File: config.mk
export PLATFORM = sky130hd
export DESIGN_NAME = wave_switch_ctrl
export DESIGN_NICKNAME = d
export VERILOG_FILES = /design/src/rtl/wave_switch_ctrl.sv
export SDC_FILE = /design/constraint.sdc
export NUM_CORES = 1
export LEC_CHECK = 0
export ABC_CLOCK_PERIOD_IN_PS = 2200
export CAP_MARGIN = 40
export CORE_UTILIZATION = 35
export DETAILED_ROUTE_END_ITERATION = 16
export DONT_BUFFER_PORTS = 1
export PLACE_DENSITY_LB_ADDON = 0.25
export SYNTH_ARGS = -nofsm -noshare
export SYNTH_HDL_FRONTEND = slang
export SYNTH_SLANG_ARGS = --single-unit
File: constraint.sdc
create_clock -name clk -period 2.2 [get_ports clk]
set_input_delay 0.33 -clock clk [delete_from_list [all_inputs] [get_ports clk]]
set_output_delay 0.33 -clock clk [all_outputs]
set_load 0.03 [all_outputs]
File: src/rtl/wave_switch_ctrl.sv
// Glitch-free DAC source switching between generators A/B/C.
// Requests (key or dwell timer) wait for a DDS phase wrap, mute to midscale, then advance sel.
module wave_switch_ctrl #(
  parameter int unsigned   DW        = 14,
  parameter int unsigned   MUTE_CYC  = 16,
  parameter int unsigned   DWELL_CYC = 50000000,
  parameter int unsigned   WRAP_TO   = 65536,
  parameter logic [DW-1:0] MID       = {1'b1, {(DW-1){1'b0}}}
) (
  input  logic          clk,
  input  logic          rst_n,
  input  logic          key_next,
  input  logic          key_mode,
  input  logic          phase_wrap,
  input  logic [DW-1:0] da_ina,
  input  logic [DW-1:0] da_inb,
  input  logic [DW-1:0] da_inc,
  output logic [DW-1:0] da_out,
  output logic [1:0]    sel,
  output logic          auto_mode,
  output logic          busy
);

  localparam int unsigned DWELL_W = (DWELL_CYC > 1) ? $clog2(DWELL_CYC) : 1;
  localparam int unsigned MUTE_W  = (MUTE_CYC > 1)  ? $clog2(MUTE_CYC)  : 1;
  localparam int unsigned TO_W    = (WRAP_TO > 1)   ? $clog2(WRAP_TO)   : 1;

  localparam logic [DWELL_W-1:0] DWELL_LAST = DWELL_W'(DWELL_CYC - 1);
  localparam logic [MUTE_W-1:0]  MUTE_LAST  = MUTE_W'(MUTE_CYC - 1);
  localparam logic [TO_W-1:0]    TO_LAST    = TO_W'(WRAP_TO - 1);

  typedef enum logic [1:0] {
    IDLE      = 2'd0,
    WAIT_WRAP = 2'd1,
    MUTE      = 2'd2,
    SWITCH    = 2'd3
  } state_t;

  state_t              state;
  state_t              state_next;
  logic                req;
  logic [DWELL_W-1:0]  dwell_cnt;
  logic [MUTE_W-1:0]   mute_cnt;
  logic [TO_W-1:0]     to_cnt;
  logic [DW-1:0]       src;

  // State register
  always_ff @(posedge clk or negedge rst_n) begin
    if (!rst_n) state <= IDLE;
    else        state <= state_next;
  end

  // Next-state logic; a wrap coincident with the request is not seen since IDLE ignores phase_wrap
  always_comb begin
    state_next = state;
    req        = 1'b0;
    case (state)
      IDLE: begin
        req = key_next | (auto_mode & (dwell_cnt == DWELL_LAST));
        if (req) state_next = WAIT_WRAP;
      end
      WAIT_WRAP: if (phase_wrap || (to_cnt == TO_LAST)) state_next = MUTE;
      MUTE:      if (mute_cnt == MUTE_LAST) state_next = SWITCH;
      SWITCH:    state_next = IDLE;
      default:   state_next = IDLE;
    endcase
  end

  // Counters only advance while staying in their state, so they never pass their limit
  always_ff @(posedge clk or negedge rst_n) begin
    if (!rst_n) begin
      to_cnt   <= '0;
      mute_cnt <= '0;
    end else begin
      if (state == IDLE && req)
        to_cnt <= '0;
      else if (state == WAIT_WRAP && state_next == WAIT_WRAP)
        to_cnt <= to_cnt + TO_W'(1);

      if (state == WAIT_WRAP && state_next != WAIT_WRAP)
        mute_cnt <= '0;
      else if (state == MUTE && state_next == MUTE)
        mute_cnt <= mute_cnt + MUTE_W'(1);
    end
  end

  // Dwell timer and mode toggle
  always_ff @(posedge clk or negedge rst_n) begin
    if (!rst_n) begin
      dwell_cnt <= '0;
      auto_mode <= 1'b0;
    end else begin
      if (key_mode) auto_mode <= ~auto_mode;

      if (key_mode || state != IDLE || !auto_mode || req)
        dwell_cnt <= '0;
      else
        dwell_cnt <= dwell_cnt + DWELL_W'(1);
    end
  end

  always_comb begin
    src = da_ina;
    case (sel)
      2'd1:    src = da_inb;
      2'd2:    src = da_inc;
      default: src = da_ina;
    endcase
  end

  // Registered outputs
  always_ff @(posedge clk or negedge rst_n) begin
    if (!rst_n) begin
      sel    <= 2'd0;
      busy   <= 1'b0;
      da_out <= MID;
    end else begin
      if (state == SWITCH) sel <= (sel == 2'd2) ? 2'd0 : sel + 2'd1;
      busy   <= (state_next != IDLE);
      da_out <= (state == MUTE || state == SWITCH) ? MID : src;
    end
  end

endmodule
### After elaboration in Yosys (flattened, before gate mapping)

Cells that the tools add are included.

* logic and storage cells: 54
* output and inout bits: 18
* input bits: 47
* register bits: 66

* bitwise gates (word level): 3
* muxes and demuxes: 13
* equality and inequality tests: 11
* reductions and logical operators: 15
* add/subtract/negate cells: 4

Operators with widths (number)
* 2-to-1 mux 16 bit: 2
* case mux 14 bit (2 select lines): 1
* adder 26 x 1 -> 26 bit, second input constant: 1
* equality test 26 bit, second input constant: 1
* 2-to-1 mux 26 bit: 1
* adder 16 x 1 -> 16 bit, second input constant: 1
* equality test 16 bit, second input constant: 1
* 2-to-1 mux 14 bit: 1
* equality test 2 bit, second input constant: 4
* 2-to-1 mux 2 bit: 4
* 2-to-1 mux 4 bit: 2
* case mux 2 bit (4 select lines): 1
* nonzero test 2 bit: 4
* equality test 2 x 1 -> 1 bit, second input constant: 3
* logical OR 1 bit: 5
* adder 4 x 1 -> 4 bit, second input constant: 1
* equality test 4 bit, second input constant: 1
* logical AND 1 bit: 4
* adder 2 x 1 -> 2 bit, second input constant: 1
* logical NOT 2 bit: 1
* inequality test 2 x 1 -> 1 bit, second input constant: 1
* bitwise AND 1 bit: 1
* logical NOT 1 bit: 1
* 2-to-1 mux 1 bit: 1
* other kinds (2): 2

### Longest topological paths before layout

Gate-level depths: netlist of the first run.

* word-level depth: 9
* depth in mapped cells: 8
* gate-level depth less buffers: 6

### Least setup slack after synthesis of the first run

Ideal clock, no wire load.

* kind: register -> register
* from: register dwell_cnt[0]
* to: register dwell_cnt[2]
* stages on the path, launching flop included: 9
* arrival: 1836 ps
* period minus slack after synthesis: 1968 ps
* setup slack: 232 ps
* path buffers: 3
* cells stage by stage: dfrtp_1 ha_1 and3_1 clkbuf_1 and4_1 a21o_1 clkbuf_1 clkbuf_1 nor2_1

* longest elaborated chain between the ends: 6
* elaborated cells between the ends (all ways): 7
* classes of those cells: 1 x add/sub; 1 x eq/ne; 2 x mux; 2 x bitwise; 1 x reduce/logical

Ends and longest elaborated chain
* start, declared: RTL line 42 `logic [DWELL_W-1:0] dwell_cnt;`
* start signal, assigned: RTL line 98 `dwell_cnt <= dwell_cnt + DWELL_W'(1);`
* branches (longest 5 deep; another with adder 26 x 1 -> 26 bit)
* 2-to-1 mux 26 bit (*): RTL line 95 `if (key_mode || state != IDLE || !auto_mode || req)`

Every way passes the cells marked *.
A chain may end at the register's enable or synchronous reset.

### Final worst setup path of the first run

* from: register to_cnt[0]
* to: register to_cnt[2]

* longest elaborated chain between the ends: 7
* elaborated cells between the ends (all ways): 10
* classes of those cells: 1 x add/sub; 2 x eq/ne; 4 x mux; 3 x reduce/logical

Ends and longest elaborated chain
* start, declared: RTL line 44 `logic [TO_W-1:0] to_cnt;`
* start signal, assigned: RTL line 78 `to_cnt <= to_cnt + TO_W'(1);`
* equality test 16 bit: RTL line 62 `WAIT_WRAP: if (phase_wrap || (to_cnt == TO_LAST)) state_next = MUTE;`
* logical OR 1 bit: RTL line 62
* 2-to-1 mux 2 bit: RTL line 62
* case mux 2 bit (4 select lines): RTL line 57 `case (state)`
* equality test 2 x 1 -> 1 bit: RTL line 77 `else if (state == WAIT_WRAP && state_next == WAIT_WRAP)`
* logical AND 1 bit: RTL line 77
* nonzero test 2 bit (no line)

Parallel ways exist; a longest one is shown, timed or not. The select of a mux whose other input is x is not followed.

==> results by group, run 1 <==
Synthesis
  – Syn_nets: slightly above 400
  – Synth Register Bits: 66
  – Top post-synthesis cells by area: dfrtp_1 (47%), a21oi_1 (3.9%), nor2_1 (3.9%), o31ai_1 (3.3%), a22oi_1 (3.0%)
  – Syn_area_per_cell: 9.68 um2
  – Syn Std Cell Area: 3450 um2
  – Mapped Cells: around 360
  – Post-synth top area cell: dfrtp_1
  – Sequential element share of the synthesized area: 0.478
  – Number of synthesized flops with an enable pin: 0
  – Ys Warns: 0
  – Yosys top cell area share: 0.471
  – Synth unique cells: 50
  – Main synth FF type: dfrtp_1
  – Asr flop ratio synth: 1.00

Clock tree
  – Num CTS Buffers: 9
  – H-tree depth: 3
  – Clock Latency Late Sink: 350 ps
  – Max clock buf depth: 2
  – TritonCTS clock tree: done
  – Worst-path clk slew: around 80 ps
  – CTS sink cnt: 66
  – Clock root buffer: clkbuf_8

Detailed routing
  – Detail Route Antenna Nets: 0
  – WL final: 7840 um
  – Initial drt markers: 118
  – Router iterations before antenna repair: 4
  – Wire per inst: roughly 16 um
  – M1 wire length: 3550 um
  – Met2 wire length: 3620 um
  – Residual DRC: 0
  – Top layer in use: met4
  – Via count: between 2,000 and 3,000
  – Met3 WL post-DR: 473 um
  – Vias per inst: 5.68

Final layout
  – Antenna Diode Count: 0
  – Syn-to-layout area delta: 12.6%
  – Fin area: 3890 um2
  – Fin nets: 419
  – Commonest non-fill, non-tap cell in the layout: dfrtp_1
  – Layout cells sized above 1: 0.108
  – Commonest non-fill, non-tap cells in the layout: dfrtp_1 (65), nor2_1 (36), a21oi_1 (27)

Power
  – Static Leak: 1.53 nW
  – Total Power: 0.00415 W
  – PD cells: 1070 nW/um2
  – Peak VDD IR: 0.699 mV

Placement
  – GPL Wtd Cong: 0.779
  – PortBufs: 0
  – Post-Place Worst Slack: approximately 180 ps
  – Placed Area: 3630 um2
  – Post-DP HPWL: ~5400 um

Timing
  – Fin Setup TNS: 0 ps
  – Worst Skew: 10.8 ps
  – RSZ-0062 raised after global routing: false
  – Final WS setup: 139 ps
  – Slew Viols, Final: 0
  – F_max: 485 MHz
  – Rel. slew slack: 0.554
  – Fin crit period: just over 2000 ps
  – Final hold viol count: 0
  – Slew at the pin with the worst max-slew slack: 663 ps
  – Setup violators final: 0
  – Tcrit/Tclk final: 0.937

Global route
  – First-pass GRT wire length: 13,100 um
  – Vias in the first global route: 2,708
  – Total track usage: 0.165
  – Largest net degree at the start of global routing: 67
  – Initial antenna violation count: 0
  – Total grt overflow: 0

Worst setup path
  – Setup crit start kind: flip-flop
  – Crit path max fanout: 9
  – FF-to-FF setup slack: between 100 and 150 ps
  – CP Data Arrival Time: 2320 ps
  – Worst path required time: ~2500 ps
  – Setup crit end kind: flip-flop
  – Kind of critical path: reg -> reg

Floorplan
  – Num ports: between 60 and 70
  – Chip height: 101 um
  – Row Count: 35
  – DIE WIDTH: 101 um
  – Core Area: approximately 9400 um2
  – DIE AREA: 10,300 um2
  – Initial Util: 0.367

Min path
  – Hold Path Class: in -> reg

Outcome
  – Status: finished clean

Job
  – MaxCap Viol Count: 0
## where the power goes
part | switching [W] | internal (W) | leakage, nW | total (W)
registers | 0.000395 | 0.00144 | 0.884 | 0.00184
clock network | 0.000499 | 0.000671 | 0.109 | 0.00117
logic | 0.000698 | 0.000447 | 0.533 | 0.00115
## worst max-delay path: stages, from the launching register on
cell	delay [ps]
dfrtp_1	410
ha_1	300
nand4_1	150
nor4_2	650
nor2_1	160
a311oi_1	290
## layout make-up
cell class                      count  area [um2]
Clock buffer                       10         138
Clock inverter                      6        88.8
Fill cell                         928        5520
Inverter                            7        26.3
Multi-Input combinational cell    266        1690
Sequential cell                    66        1650
Tap cell                          129         161
Timing Repair Buffer               15         135
## worst paths after layout
| kind | endpoint | depth (start not counted) | startpoint |
|---|---|---|---|
| max in group asynchronous | da_out[13]$_DFF_PN1_ | 2 | rst_n |
| worst min register to register | dwell_cnt[0]$_DFF_PN0_ | 1 | dwell_cnt[0]$_DFF_PN0_ |
| worst max register to register | to_cnt[2]$_DFFE_PN0P_ | 5 | to_cnt[0]$_DFFE_PN0P_ |
| min in group asynchronous | dwell_cnt[22]$_DFF_PN0_ | 2 | rst_n |
| worst min-delay path | auto_mode$_DFFE_PN0P_ | 1 | key_mode |
| worst max-delay path | to_cnt[2]$_DFFE_PN0P_ | 5 | to_cnt[0]$_DFFE_PN0P_ |
## what timing repair did
item                      in CTS  in global routing
setup buffers                  0                  0
hold buffers                   2                  0
hold endpoints to repair      66                  0
resized for setup              0                  0
## through the flow
step | util | hold WS (ps) | std cells
final | 0.413 | 57.2 | 499
after global routing | 0.413 | 41.1 | 499
after CTS | 0.413 | 37.8 | 499
after detailed placement | 0.385 | 38.9 | 481
after global placement | 0.385 | 38.0 | 481
after floorplan | - | 34.4 | 357
## metal layers
metal | track usage | up-vias
met3 | 0.0449 | 14
met4 | 0.0780 | 0
met2 | 0.269 | 93
met5 | 0 | -
li1 | - | 1357
met1 | 0.204 | 1372
## flip-flops by register name (all words and copies together), names as in the netlist
register,cells
state,2
sel,2
da_out,14
dwell_cnt,26
mute_cnt,4
to_cnt,16
auto_mode,1
busy,1
## synthesized netlist by cell type (6+ instances only)
cell type	number
dfrtp_1	65
nor2_1	36
a21oi_1	27
nand3_1	20
nand2_1	19
clkbuf_1	15
o31ai_1	15
a22oi_1	14
or4_1	14
a211oi_1	13
xor2_1	12
nand4_1	11
o21ai_0	9
and3_1	7
and4_1	7
ha_1	7
inv_1	7
nor4_1	6
or3_1	6
## logic make-up (layout without fill, tap and decap cells)
| group | after synthesis | in the layout | synth area share |
|---|---|---|---|
| AND/OR/NAND/NOR | 152 | 152 | 0.246 |
| AO/OA/AOI/OAI | 88 | 88 | 0.168 |
| flip-flops | 66 | 66 | 0.478 |
| buffers and inverters | 25 | 38 | 0.0326 |
| XOR/XNOR | 16 | 16 | 0.0406 |
| adder cells (fa/ha/maj) | 7 | 7 | 0.0254 |
| multiplexers | 3 | 3 | 0.00942 |
No activity file was read; power rests on OpenSTA's default activity.
==> run 2: changes to the inputs <==
--- a/config.mk
+++ b/config.mk
@@ -10,7 +10,9 @@
 export CORE_UTILIZATION = 35
 export DETAILED_ROUTE_END_ITERATION = 16
 export DONT_BUFFER_PORTS = 1
+export GPL_ROUTABILITY_DRIVEN = 0
 export PLACE_DENSITY_LB_ADDON = 0.25
 export SYNTH_ARGS = -nofsm -noshare
 export SYNTH_HDL_FRONTEND = slang
 export SYNTH_SLANG_ARGS = --single-unit
+export TNS_END_PERCENT = 10
==> results of run 2 <==
Same layout as run 1: the final DEF is identical, and so are final timing and power.
